===== src/rtl/urv_dm_arbiter.sv =====
// Data-memory port arbiter between uRV execute stage and a debug master.
// Optional URV_DM_ARB_ROUND_ROBIN_EN: alternate grants when both pend.
module urv_dm_arbiter #(
  parameter int unsigned g_timeout_cycles = 255
) (
  input  logic        clk_i,
  input  logic        rst_n_i,
  input  logic        core_load_i,
  input  logic        core_store_i,
  input  logic [31:0] core_addr_i,
  input  logic [31:0] core_data_i,
  input  logic [3:0]  core_sel_i,
  output logic        core_stall_req_o,
  output logic        core_done_o,
  output logic [31:0] core_data_o,
  output logic        core_err_o,
  input  logic        dbg_req_i,
  input  logic        dbg_we_i,
  input  logic [31:0] dbg_addr_i,
  input  logic [31:0] dbg_data_i,
  input  logic [3:0]  dbg_sel_i,
  output logic        dbg_ack_o,
  output logic [31:0] dbg_data_o,
  output logic        dbg_err_o,
  output logic        mem_req_o,
  output logic        mem_we_o,
  output logic [31:0] mem_addr_o,
  output logic [31:0] mem_data_o,
  output logic [3:0]  mem_sel_o,
  input  logic        mem_ack_i,
  input  logic [31:0] mem_data_i
);

  typedef enum logic [1:0] {
    S_IDLE,
    S_CORE,
    S_DBG
  } state_t;

  localparam logic [15:0] TO = 16'(g_timeout_cycles);

  state_t      state_q, state_d;
  logic        pend_q, pend_d;
  logic        cb_we_q, cb_we_d;
  logic [31:0] cb_addr_q, cb_addr_d;
  logic [31:0] cb_data_q, cb_data_d;
  logic [3:0]  cb_sel_q, cb_sel_d;
  logic [15:0] cnt_q, cnt_d;
  logic        mreq_q, mreq_d;
  logic        mwe_q, mwe_d;
  logic [31:0] maddr_q, maddr_d;
  logic [31:0] mdata_q, mdata_d;
  logic [3:0]  msel_q, msel_d;
  logic        cdone_q, cdone_d;
  logic [31:0] cdat_q, cdat_d;
  logic        cerr_q, cerr_d;
  logic        dack_q, dack_d;
  logic [31:0] ddat_q, ddat_d;
  logic        derr_q, derr_d;

  logic strobe, core_cand, pick_core;
  logic finish, tmo;

  assign strobe    = core_load_i | core_store_i;
  assign core_cand = pend_q | strobe;
  assign tmo       = (TO != 16'd0) && (cnt_q == TO);
  assign finish    = mem_ack_i | tmo;

`ifdef URV_DM_ARB_ROUND_ROBIN_EN
  logic last_dbg_q, last_dbg_d;

  assign pick_core = core_cand & (~dbg_req_i | last_dbg_q);

  always_comb begin
    last_dbg_d = last_dbg_q;
    if (state_q == S_IDLE && (core_cand | dbg_req_i))
      last_dbg_d = ~pick_core;
  end

  always_ff @(posedge clk_i or negedge rst_n_i) begin
    if (!rst_n_i) last_dbg_q <= 1'b1;
    else          last_dbg_q <= last_dbg_d;
  end
`else
  assign pick_core = core_cand;
`endif

  always_comb begin
    state_d   = state_q;
    pend_d    = pend_q;
    cb_we_d   = cb_we_q;
    cb_addr_d = cb_addr_q;
    cb_data_d = cb_data_q;
    cb_sel_d  = cb_sel_q;
    cnt_d     = cnt_q;
    mreq_d    = mreq_q;
    mwe_d     = mwe_q;
    maddr_d   = maddr_q;
    mdata_d   = mdata_q;
    msel_d    = msel_q;
    cdone_d   = 1'b0;
    cdat_d    = cdat_q;
    cerr_d    = cerr_q;
    dack_d    = 1'b0;
    ddat_d    = ddat_q;
    derr_d    = derr_q;

    if (strobe && !pend_q) begin
      pend_d    = 1'b1;
      cb_we_d   = core_store_i;
      cb_addr_d = core_addr_i;
      cb_data_d = core_data_i;
      cb_sel_d  = core_sel_i;
    end

    unique case (state_q)
      S_IDLE: begin
        if (pick_core) begin
          state_d = S_CORE;
          mreq_d  = 1'b1;
          cnt_d   = '0;
          // A fresh strobe is granted straight from the port.
          mwe_d   = pend_q ? cb_we_q   : core_store_i;
          maddr_d = pend_q ? cb_addr_q : core_addr_i;
          mdata_d = pend_q ? cb_data_q : core_data_i;
          msel_d  = pend_q ? cb_sel_q  : core_sel_i;
        end else if (dbg_req_i) begin
          state_d = S_DBG;
          mreq_d  = 1'b1;
          cnt_d   = '0;
          mwe_d   = dbg_we_i;
          maddr_d = dbg_addr_i;
          mdata_d = dbg_data_i;
          msel_d  = dbg_sel_i;
        end
      end
      S_CORE, S_DBG: begin
        if (finish) begin
          state_d = S_IDLE;
          mreq_d  = 1'b0;
          if (state_q == S_CORE) begin
            pend_d  = 1'b0;
            cdone_d = 1'b1;
            cdat_d  = mem_ack_i ? mem_data_i : '0;
            cerr_d  = ~mem_ack_i;
          end else begin
            dack_d = 1'b1;
            ddat_d = mem_ack_i ? mem_data_i : '0;
            derr_d = ~mem_ack_i;
          end
        end else begin
          cnt_d = cnt_q + 16'd1;
        end
      end
      default: state_d = S_IDLE;
    endcase
  end

  always_ff @(posedge clk_i or negedge rst_n_i) begin
    if (!rst_n_i) begin
      state_q   <= S_IDLE;
      pend_q    <= 1'b0;
      cb_we_q   <= 1'b0;
      cb_addr_q <= '0;
      cb_data_q <= '0;
      cb_sel_q  <= '0;
      cnt_q     <= '0;
      mreq_q    <= 1'b0;
      mwe_q     <= 1'b0;
      maddr_q   <= '0;
      mdata_q   <= '0;
      msel_q    <= '0;
      cdone_q   <= 1'b0;
      cdat_q    <= '0;
      cerr_q    <= 1'b0;
      dack_q    <= 1'b0;
      ddat_q    <= '0;
      derr_q    <= 1'b0;
    end else begin
      state_q   <= state_d;
      pend_q    <= pend_d;
      cb_we_q   <= cb_we_d;
      cb_addr_q <= cb_addr_d;
      cb_data_q <= cb_data_d;
      cb_sel_q  <= cb_sel_d;
      cnt_q     <= cnt_d;
      mreq_q    <= mreq_d;
      mwe_q     <= mwe_d;
      maddr_q   <= maddr_d;
      mdata_q   <= mdata_d;
      msel_q    <= msel_d;
      cdone_q   <= cdone_d;
      cdat_q    <= cdat_d;
      cerr_q    <= cerr_d;
      dack_q    <= dack_d;
      ddat_q    <= ddat_d;
      derr_q    <= derr_d;
    end
  end

  assign core_stall_req_o = pend_q;
  assign core_done_o      = cdone_q;
  assign core_data_o      = cdat_q;
  assign core_err_o       = cerr_q;
  assign dbg_ack_o        = dack_q;
  assign dbg_data_o       = ddat_q;
  assign dbg_err_o        = derr_q;
  assign mem_req_o        = mreq_q;
  assign mem_we_o         = mwe_q;
  assign mem_addr_o       = maddr_q;
  assign mem_data_o       = mdata_q;
  assign mem_sel_o        = msel_q;

endmodule


===== config.mk =====
export PLATFORM = sky130hd
export DESIGN_NAME = urv_dm_arbiter
export DESIGN_NICKNAME = d
export VERILOG_FILES = /design/src/rtl/urv_dm_arbiter.sv
export SDC_FILE = /design/constraint.sdc
export NUM_CORES = 1
export LEC_CHECK = 0
export BUFFER_PORTS_ARGS = -buffer_cell sky130_fd_sc_hd__buf_2
export CORE_UTILIZATION = 50
export CTS_BUF_LIST = sky130_fd_sc_hd__clkbuf_16
export CTS_CLUSTER_SIZE = 8
export DETAILED_ROUTE_END_ITERATION = 8
export PLACE_DENSITY = 0.78
export SYNTH_ARGS = -nofsm -noshare
export SYNTH_HDL_FRONTEND = slang
export SYNTH_SLANG_ARGS = --single-unit
export TNS_END_PERCENT = 20

===== constraint.sdc =====
create_clock -name clk_i -period 3.8 [get_ports clk_i]
set_input_delay 0.57 -clock clk_i [delete_from_list [all_inputs] [get_ports clk_i]]
set_output_delay 0.57 -clock clk_i [all_outputs]
set_load 0.05 [all_outputs]

### Yosys cells after proc, flatten, opt, wreduce, memory -nomap -nowiden

Index checks and enable logic that the tools add are counted.

| word-level totals | value |
|---|---|
| flip-flop bits (word level) | 226 |
| input port bits | 175 |
| output and inout port bits | 139 |

| operators by class | value |
|---|---|
| add/sub/neg operators | 1 |
| equality and inequality tests | 6 |
| mux-type cells | 35 |
| bitwise operators | 5 |
| reductions and logical operators | 12 |

Operators by type and width:

| operator | count |
|---|---|
| $mux 32 | 7 |
| $mux 16 | 3 |
| $pmux 16 s2 | 1 |
| $add 16x1->16 const B | 1 |
| $eq 16x8->1 const B | 1 |
| $mux 1 | 16 |
| $mux 4 | 3 |
| $reduce_and 3->1 | 4 |
| $mux 2 | 3 |
| $ne 2x2->1 const B | 2 |
| $pmux 2 s2 | 1 |
| $reduce_and 2->1 | 2 |
| $reduce_bool 2->1 | 2 |
| $ne 3x3->1 const B | 1 |
| $or 1x1->1 | 3 |
| $eq 2x1->1 const B | 1 |
| $eq 2x2->1 const B | 1 |
| $logic_not 2->1 | 1 |
| $not 1->1 | 2 |
| $pmux 1 s2 | 1 |
| $reduce_or 2->1 | 1 |
| $logic_and 1x1->1 | 1 |
| $logic_not 1->1 | 1 |

### Longest topological paths before layout

Gate-level depths: netlist of run 1.

| logic depth | value |
|---|---|
| depth in word-level cells | 6 |
| mapped depth | 8 |
| gate-level depth less buffers | 6 |

### Worst setup path before layout of run 1

No wires, ideal clock.

| path | value |
|---|---|
| path kind | register -> register |
| start | register pend_q (netlist: core_stall_req_o) |
| end | register cb_addr_q[16] |
| setup time | 0.125 ns |
| arrival | 2.204 ns |
| required time | 3.675 ns |
| slack | 1.472 ns |
| stages on the path, launching flop included | 7 |
| period minus slack after synthesis | 2.328 ns |
| cell sequence | dfrtp_1 -> clkbuf_1 -> or2_2 -> clkbuf_1 -> buf_1 -> buf_1 -> mux2_2 |

| on the way | value |
|---|---|
| cells in the longest elaborated chain, start to end | 2 |

RTL lines:

| what | line | RTL |
|---|---|---|
| start: declaration | 43 | `logic pend_q, pend_d;` |
| start signal: assignment | 181 | `pend_q <= pend_d;` |
| $logic_not 1->1 | 108 | `if (strobe && !pend_q) begin` |
| $logic_and 1x1->1 | 108 |  |
| end signal: assignment | 183 | `cb_addr_q <= cb_addr_d;` |
| end: declaration | 45 | `logic [31:0] cb_addr_q, cb_addr_d;` |

No other way between the ends.
A chain may end at the register's enable or synchronous reset.

### Worst setup path after layout of run 1

| path | value |
|---|---|
| start | register cnt_q[0] |
| end | register cdat_q[13] (netlist: core_data_o[13]) |

| on the way | value |
|---|---|
| cells in the longest elaborated chain, start to end | 3 |

RTL lines:

| what | line | RTL |
|---|---|---|
| start: declaration | 48 | `logic [15:0] cnt_q, cnt_d;` |
| start signal: assignment | 186 | `cnt_q <= cnt_d;` |
| $eq 16x8->1 | 66 | `assign tmo = (TO != 16'd0) && (cnt_q == TO);` |
| $or 1x1->1 | 67 | `assign finish = mem_ack_i \| tmo;` |
| $reduce_and 3->1 (no line) | n/a |  |
| end signal: assignment | 193 | `cdat_q <= cdat_d;` |
| end: declaration | 55 | `logic [31:0] cdat_q, cdat_d;` |

No other way between the ends.

==> impl_results.md, run 1 <==
- CP Cell Sequence: ha_1, nand4_1, o41a_1, or2_1, a22o_1
- Global-route usage over all layers: about a quarter
- Post-synth EDFFs: 0
- Non-filler cells, final: 1,395
- Vias in the first global route: 7,918
- Number of buffers created by CTS: 34
- Total of hold buffers inserted after clock tree synthesis: 0
- Vertical extent of the die: 144.2 um
- Type of element capturing the critical path: flip-flop
- Rows: between 50 and 60
- Sum of internal, switching and leakage power: roughly 14,000 uW
- Data required time at the worst endpoint: 4.17 ns
- Most used DFF post-synth: dfrtp_1
- Deepest clock path buffer count: 3
- Number of distinct standard cells referenced by the synthesized netlist: 47
- Delay of the slowest cell on the worst path: just over 0.7 ns
- Port bufs: 313
- Max FO, Critical Path: 33
- Gr busiest metal: met2
- Final setup violation count: 0
- Initial detailed-routing violation count: approximately 320
- First drt pass iteration count: 5
- Clock slew at reported path FFs: roughly 0.050 ns
- Final worst path period need: 2.915 ns
- Slew HR: 17.83%
- Max rail drop VDD: approximately 0.8 mV
- Detailed-placement wirelength estimate: 17.25 mm
- Final hold slack: 0.1543 ns
- Tightest Pin Transition: between 1 and 1.5 ns
- H-Tree Level Count: 2
- Seq/Total Area, Yosys: between 50% and 60%
- Static Leak: 0.006233 uW
- Pin count of the biggest net entering global routing: 106
- Root Buffer: clkbuf_16
- Met3 usage: 6.887%
- Cells after DPL: 1,353
- Per-instance average area after synthesis: 12.34 um2
- Post-Route Utilization: roughly two thirds
- Number of hold violations in the final report: 0
- Post-CTS repair timing setup buffer count: 0
- Fin Clk Skew: 0.01185 ns
- Core Footprint: 0.01965 mm2
- Highest-count cells in the layout ignoring fill and taps: buf_2, dfrtp_1, mux2_2, nand2_1, o21ai_0
- Met1 usage in global routing: 29.50%
- Min-delay worst type: in -> async
- Slowest library cell on the worst path: or2_1
- Share of final-layout standard cells stronger than drive strength 1: 45.43%
- Critical path class: reg -> reg
- Clock tree from TritonCTS: yes
- Share of the clock period used by the worst path: 76.72%
- Arrival time at the worst endpoint: 3.28 ns
- Average routed wire per standard cell: roughly 19 um
- Number of remaining DRC errors: 0
- Global-route congestion overflow total: 0
- Max Cap Violations: 0
- Pwr Density: 1057 mW/mm2
- Maximum achievable frequency: about 340 MHz
- CP Launch Type: flip-flop
- Post-synthesis sequential element count: 226
- Mapped Area: slightly above 0.01 mm2
- Total detailed-routing wirelength: 26.00 mm
- Max Transition Viols Final: 0
- Run status: finished, final reports clean
- Final weighted congestion in routability-driven placement: 0.8159
- X dimension of the die: between 100 and 150 um
- Number of nets produced by synthesis: 997
- Via density: 5.620
- Number of nets in the finished design: approximately 1,300
- Most frequent standard cell in the layout excluding fill and tap cells: buf_2
- Sink count of the clock tree: 226
- Clock Latency Late Sink: roughly 0.48 ns
- Die area: 0.02079 mm2
- Synth warnings: 0
- First-pass GRT wire length: approximately 40 mm
- Setup slack of the most critical reg-to-reg path: 0.88 ns
- Antenna violations before repair: 3
- Area growth, synth to finish: 27.31%
- Final setup TNS: 0 ns
- Effective utilization at floorplan: 51.42%
- Number of gates resized after CTS: 0
- Unrepaired setup endpoints after global routing: false
- Ys async rst share: between 90% and 100%
- # IOs: 314
- Residual antenna-violating net count after detailed routing: 0
- Number of vias after detailed routing: 7,840
- Routing usage on met2: 42.87%
- Number of instances in the synthesized netlist: 819
-- worst max-delay path: cells and delay by family (launching register included) --
family / cells / cell delay [ns]
compound gates: 2 / 1.13
simple gates: 2 / 1.02
flops: 1 / 0.39
fa+ha+maj: 1 / 0.24
-- power breakdown --
| part | total, uW | switching (uW) | internal (uW) |
|---|---|---|---|
| registers | 4240 | 662 | 3580 |
| logic | 6760 | 4460 | 2290 |
| clock network | 2600 | 988 | 1610 |
| total | 13600 | 6110 | 7490 |
-- final cells by class --
cell class	instances	area (um2)
well taps	265	331.6
repair buffers	327	1732
clock buffers	35	875.8
flip-flops and latches	226	5659
clock inverters	4	23.77
diodes	3	7.507
fillers	1512	6788
inverters	12	45.04
multi-input cells	523	4192
-- Yosys cell counts, types with 2 or more instances --
master / n / area (um2)
dfrtp_1: 226 / 5655
mux2_2: 137 / 1543
nand2_1: 77 / 289.0
o21ai_0: 77 / 385.4
mux2i_1: 68 / 680.7
a22o_1: 64 / 560.5
clkbuf_1: 40 / 150.1
buf_1: 12 / 45.04
inv_1: 10 / 37.54
nor2_1: 10 / 37.54
nand4_1: 8 / 50.05
nand3_1: 7 / 35.03
o31ai_1: 7 / 52.55
a21oi_1: 6 / 30.03
a31oi_1: 6 / 37.54
and2_1: 5 / 31.28
and4_1: 5 / 43.79
a41oi_1: 4 / 35.03
o41ai_1: 4 / 35.03
or3_1: 4 / 25.02
and3_1: 3 / 18.77
buf_2: 3 / 15.01
buf_6: 3 / 33.78
ha_1: 3 / 37.54
o41a_1: 3 / 33.78
a22oi_1: 2 / 15.01
nor2b_1: 2 / 12.51
nor3_1: 2 / 10.01
o21ai_1: 2 / 10.01
o22ai_1: 2 / 12.51
-- final timing paths --
kind | from | endpoint | cells past startpoint
min in group clk_i | mem_data_i[7] | dbg_data_o[7]$_DFFE_PN0P_ | 2
max in group asynchronous | rst_n_i | dbg_data_o[3]$_DFFE_PN0P_ | 2
worst max register to register | cnt_q[0]$_DFFE_PN0P_ | core_data_o[13]$_DFFE_PN0P_ | 5
worst min register to register | core_err_o$_DFFE_PN0P_ | core_err_o$_DFFE_PN0P_ | 2
worst max-delay path | cnt_q[0]$_DFFE_PN0P_ | core_data_o[13]$_DFFE_PN0P_ | 5
worst min-delay path | rst_n_i | cb_addr_q[16]$_DFFE_PN0P_ | 1
-- state kept, by name, indices dropped and copies added, names as in the netlist, 2 cells and up --
| register | cells |
|---|---|
| cb_data_q | 32 |
| core_data_o | 32 |
| cb_sel_q | 4 |
| mem_data_o | 32 |
| mem_addr_o | 32 |
| cb_addr_q | 32 |
| state_q | 2 |
| dbg_data_o | 32 |
| cnt_q | 16 |
| mem_sel_o | 4 |
-- metal layers --
metal	routed length [um]	share of wire, %	up-vias
li1	-	-	3608
met1	10280	40	3853
met2	12960	50	322
met3	2051	7.9	57
met4	704	2.7	0
met5	0	0	-
-- stage by stage --
stage	instance area, um2	setup WS, ns
3_5_place_dp	11960	0.9092
2_1_floorplan	10110	1.472
4_1_cts	12860	0.8834
6_report	12870	0.8846
5_1_grt	12870	0.7015
3_3_place_gp	11960	0.9736
-- cells by family after synthesis --
logic type	after synthesis	share of synthesized area (%)
AOI/OAI and AO/OA	183	12.44
and+or+nand+nor	132	6.364
muxes	205	22.00
adders and majority gates	3	0.3715
DFF	226	55.96
buffers and inverters	70	2.860
No activity file was read; power rests on OpenSTA's default activity.
==> inputs of run 2 (changes only) <==
--- a/config.mk
+++ b/config.mk
@@ -5,12 +5,13 @@
 export SDC_FILE = /design/constraint.sdc
 export NUM_CORES = 1
 export LEC_CHECK = 0
+export ABC_AREA = 1
 export BUFFER_PORTS_ARGS = -buffer_cell sky130_fd_sc_hd__buf_2
-export CORE_UTILIZATION = 50
+export CORE_UTILIZATION = 46
 export CTS_BUF_LIST = sky130_fd_sc_hd__clkbuf_16
 export CTS_CLUSTER_SIZE = 8
 export DETAILED_ROUTE_END_ITERATION = 8
-export PLACE_DENSITY = 0.78
+export PLACE_DENSITY = 0.76
 export SYNTH_ARGS = -nofsm -noshare
 export SYNTH_HDL_FRONTEND = slang
 export SYNTH_SLANG_ARGS = --single-unit
==> constraint.sdc (replaced) <==
create_clock -name clk_i -period 2.62 [get_ports clk_i]
set_input_delay 0.393 -clock clk_i [delete_from_list [all_inputs] [get_ports clk_i]]
set_output_delay 0.393 -clock clk_i [all_outputs]
set_load 0.05 [all_outputs]
==> impl_results.md, run 2 <==
- Port bufs: 313
- Post-synth EDFFs: 0
- Max FO, Critical Path: 67
- Number of buffers created by CTS: 34
- Share of synthesized area spent on multiplexers: 5.003%
- Core Footprint: 0.02109 mm2
- Clock slew at reported path FFs: 0.05 ns
- Synth warnings: 0
- Sink count of the clock tree: 226
- Mapped Area: 0.009904 mm2
- Rows: 53
- Total of hold buffers inserted after clock tree synthesis: 1
- Slowest library cell on the worst path: buf_4
- Number of nets produced by synthesis: 1,246
- First drt pass iteration count: 5
- Deepest clock path buffer count: 3
- First-pass GRT wire length: 42.36 mm
- Most frequent standard cell in the layout excluding fill and tap cells: nand2_1
- Area growth, synth to finish: 27.55%
- Adder-cell area share of the yosys netlist: less than 1%
- Root Buffer: clkbuf_16
- Antenna violations before repair: 3
- Run status: finished, final reports clean
- Post-CTS repair timing setup buffer count: 0
- Largest family of logic cells by synthesized area: simple AND/OR/NAND/NOR gates
- Arrival time at the worst endpoint: 2.06 ns
- Number of instances in the synthesized netlist: 1,068
- CP Launch Type: flip-flop
- Cells on worst reg2reg path: 10
- Global-route usage over all layers: 23.91%
- Most frequently used cell type in the post-synthesis netlist: nand2_1
- Post-Synth XOR/XNOR Area: 0.5306%
- Number of distinct standard cells referenced by the synthesized netlist: 32
- Final setup violation count: 0
- X dimension of the die: between 100 and 150 um
- Library cell occupying the most area in the post-synthesis netlist: dfrtp_1
- Pwr Density: 1453 mW/mm2
- Ys async rst share: between 90% and 100%
- Worst Setup Slack, final: around 0.17 ns
- Number of nets in the finished design: 1,552
- Share of final-layout standard cells stronger than drive strength 1: 31.95%
- Number of vias after detailed routing: slightly below 9,000
- Buffer and inverter count on the worst path: 2
- H-Tree Level Count: 2
- Launching point of the worst reg2reg path: cnt_q[1]$_DFFE_PN0P_
- Final setup TNS: 0 ns
- Post-Route Utilization: 59.91%
- Residual antenna-violating net count after detailed routing: 0
- Most used DFF post-synth: dfrtp_1
- Delay of the slowest cell on the worst path: 0.62 ns
- Portion of synthesized cell area occupied by the leading cell type: 57.10%
- Effective utilization at floorplan: 46.97%
- Hold Path Stages: 3
- Per-instance average area after synthesis: 9.274 um2
- Number of gates resized after CTS: 0
- Fraction of the mapped netlist area in compound gates: roughly 12%
- Clock Latency Late Sink: 0.49 ns
- Max Cap Violations: 0
- Detailed-placement wirelength estimate: 17.55 mm
- Average routed wire per standard cell: about 16 um
- Min-Delay Endpoint: cb_data_q[20]$_DFFE_PN0P_
- # IOs: between 300 and 400
- Final worst path period need: 2.450 ns
- Vertical extent of the die: 148.7 um
- Max rail drop VDD: 0.8752 mV
- Basic-gate share of the synthesized area counting and, or, nand and nor cells: 19.83%
- Final weighted congestion in routability-driven placement: 0.8673
- Tightest Pin Transition: 0.7756 ns
- Unrepaired setup endpoints after global routing: false
- Setup slack of the most critical reg-to-reg path: 0.41 ns
- Data required time at the worst endpoint: 2.23 ns
- Vias in the first global route: 8,601
- Die area: between 0.02 and 0.025 mm2
- Via density: between 5 and 6
- Seq/Total Area, Yosys: 57.10%
- CP Cell Sequence: buf_4, buf_2
- Clock tree from TritonCTS: yes
- Fin Clk Skew: 0.01397 ns
- Static Leak: 0.006316 uW
- Number of hold violations in the final report: 0
- Number of remaining DRC errors: 0
- Min-delay src: core_data_i[20]
- Worst-case setup slack after placement: 0.4628 ns
- Min-delay worst type: in -> reg
- Total detailed-routing wirelength: 25.96 mm
- Capturing point of the worst reg2reg path: dbg_data_o[23]$_DFFE_PN0P_
- Initial detailed-routing violation count: roughly 530
- Max Transition Viols Final: 0
- Pin count of the biggest net entering global routing: 91
- Cell type group with the largest total delay on the critical path: buffers and inverters
- Share of the clock period used by the worst path: 93.50%
- Most numerous cell types in the synthesized netlist: nand2_1, dfrtp_1, nor2_1
- Maximum achievable frequency: just over 400 MHz
- Type of element capturing the critical path: primary output
- Global-route congestion overflow total: 0
- Leading cell types by total area after synthesis: dfrtp_1, nand2_1, mux2_2
- Critical path class: reg -> out
- Slew HR: 48.29%
- Final hold slack: 0.1351 ns
- Highest-count cells in the layout ignoring fill and taps: nand2_1, buf_2, dfrtp_1, nor2_1, o21ai_1
- Post-synthesis sequential element count: 226
==> run 2: changes by cell type after synthesis, moves of 39 or more <==
cell,previous run,this run
mux2_2,137,44
o21ai_1,2,60
a22oi_1,2,44
nor2_1,10,73
a31oi_1,6,45
mux2i_1,68,0
o21ai_0,77,29
a22o_1,64,0
nand2_1,77,377
==> run 2: power by group <==
group	switching [uW]	internal (uW)	total (uW)	leakage (uW)
clock network	1450	2440	3890	0.000457
logic	6190	2370	8550	0.00306
registers	847	5060	5910	0.00280
==> run 2: layer usage <==
layer / up-vias / routed length [um] / global-route usage, %
met2: 357 / 12370 / 39.16
met3: 65 / 2061 / 5.872
met4: 4 / 767 / 9.133
met1: 4116 / 10740 / 30.65
li1: 4131 / - / -
met5: - / 28 / 0
==> run 2: how the worst max path moves through the flow <==
stage / startpoint / to / slack [ns] / cells past startpoint
2_1_floorplan: core_stall_req_o$_DFF_PN0_ / mem_addr_o[15]$_DFFE_PN0P_ / 0.85 / 8
4_1_cts: core_stall_req_o$_DFF_PN0_ / core_stall_req_o / 0.16 / 2
6_report: core_stall_req_o$_DFF_PN0_ / core_stall_req_o / 0.17 / 2
3_5_place_dp: cnt_q[0]$_DFFE_PN0P_ / dbg_data_o[23]$_DFFE_PN0P_ / 0.46 / 10
3_3_place_gp: cnt_q[0]$_DFFE_PN0P_ / dbg_err_o$_DFFE_PN0P_ / 0.53 / 10
5_1_grt: core_stall_req_o$_DFF_PN0_ / core_stall_req_o / 0.07 / 2
==> run 2: area by class of cell <==
class                           instances  area, um2
Fill cell                            1801       8454
Sequential cell                       226       5657
Multi-Input combinational cell        744       3771
Timing Repair Buffer                  333       1804
Clock buffer                           35      875.8
Tap cell                              275      344.1
Inverter                               35      132.6
Clock inverter                          4      46.29
Antenna cell                            1      2.502
==> run 2: through the flow <==
step	instances	cell area [um2]	total power [uW]
3_5_place_dp	1612	11700	14520
5_1_grt	1653	12630	19450
3_3_place_gp	1612	11700	14290
2_1_floorplan	1068	9905	12420
4_1_cts	1652	12630	18510
6_report	1653	12630	18350
==> run 2: cells by family after synthesis <==
family / after synthesis
AND/OR/NAND/NOR: 493
flip-flops: 226
AO/OA/AOI/OAI: 198
buffers and inverters: 98
multiplexers: 44
XOR/XNOR: 6
adder cells (fa/ha/maj): 3
==> run 2: worst min-delay path: stages <==
cell and delay (ns):
buf_2 0.07, nand2_1 0.05, o21ai_0 0.06
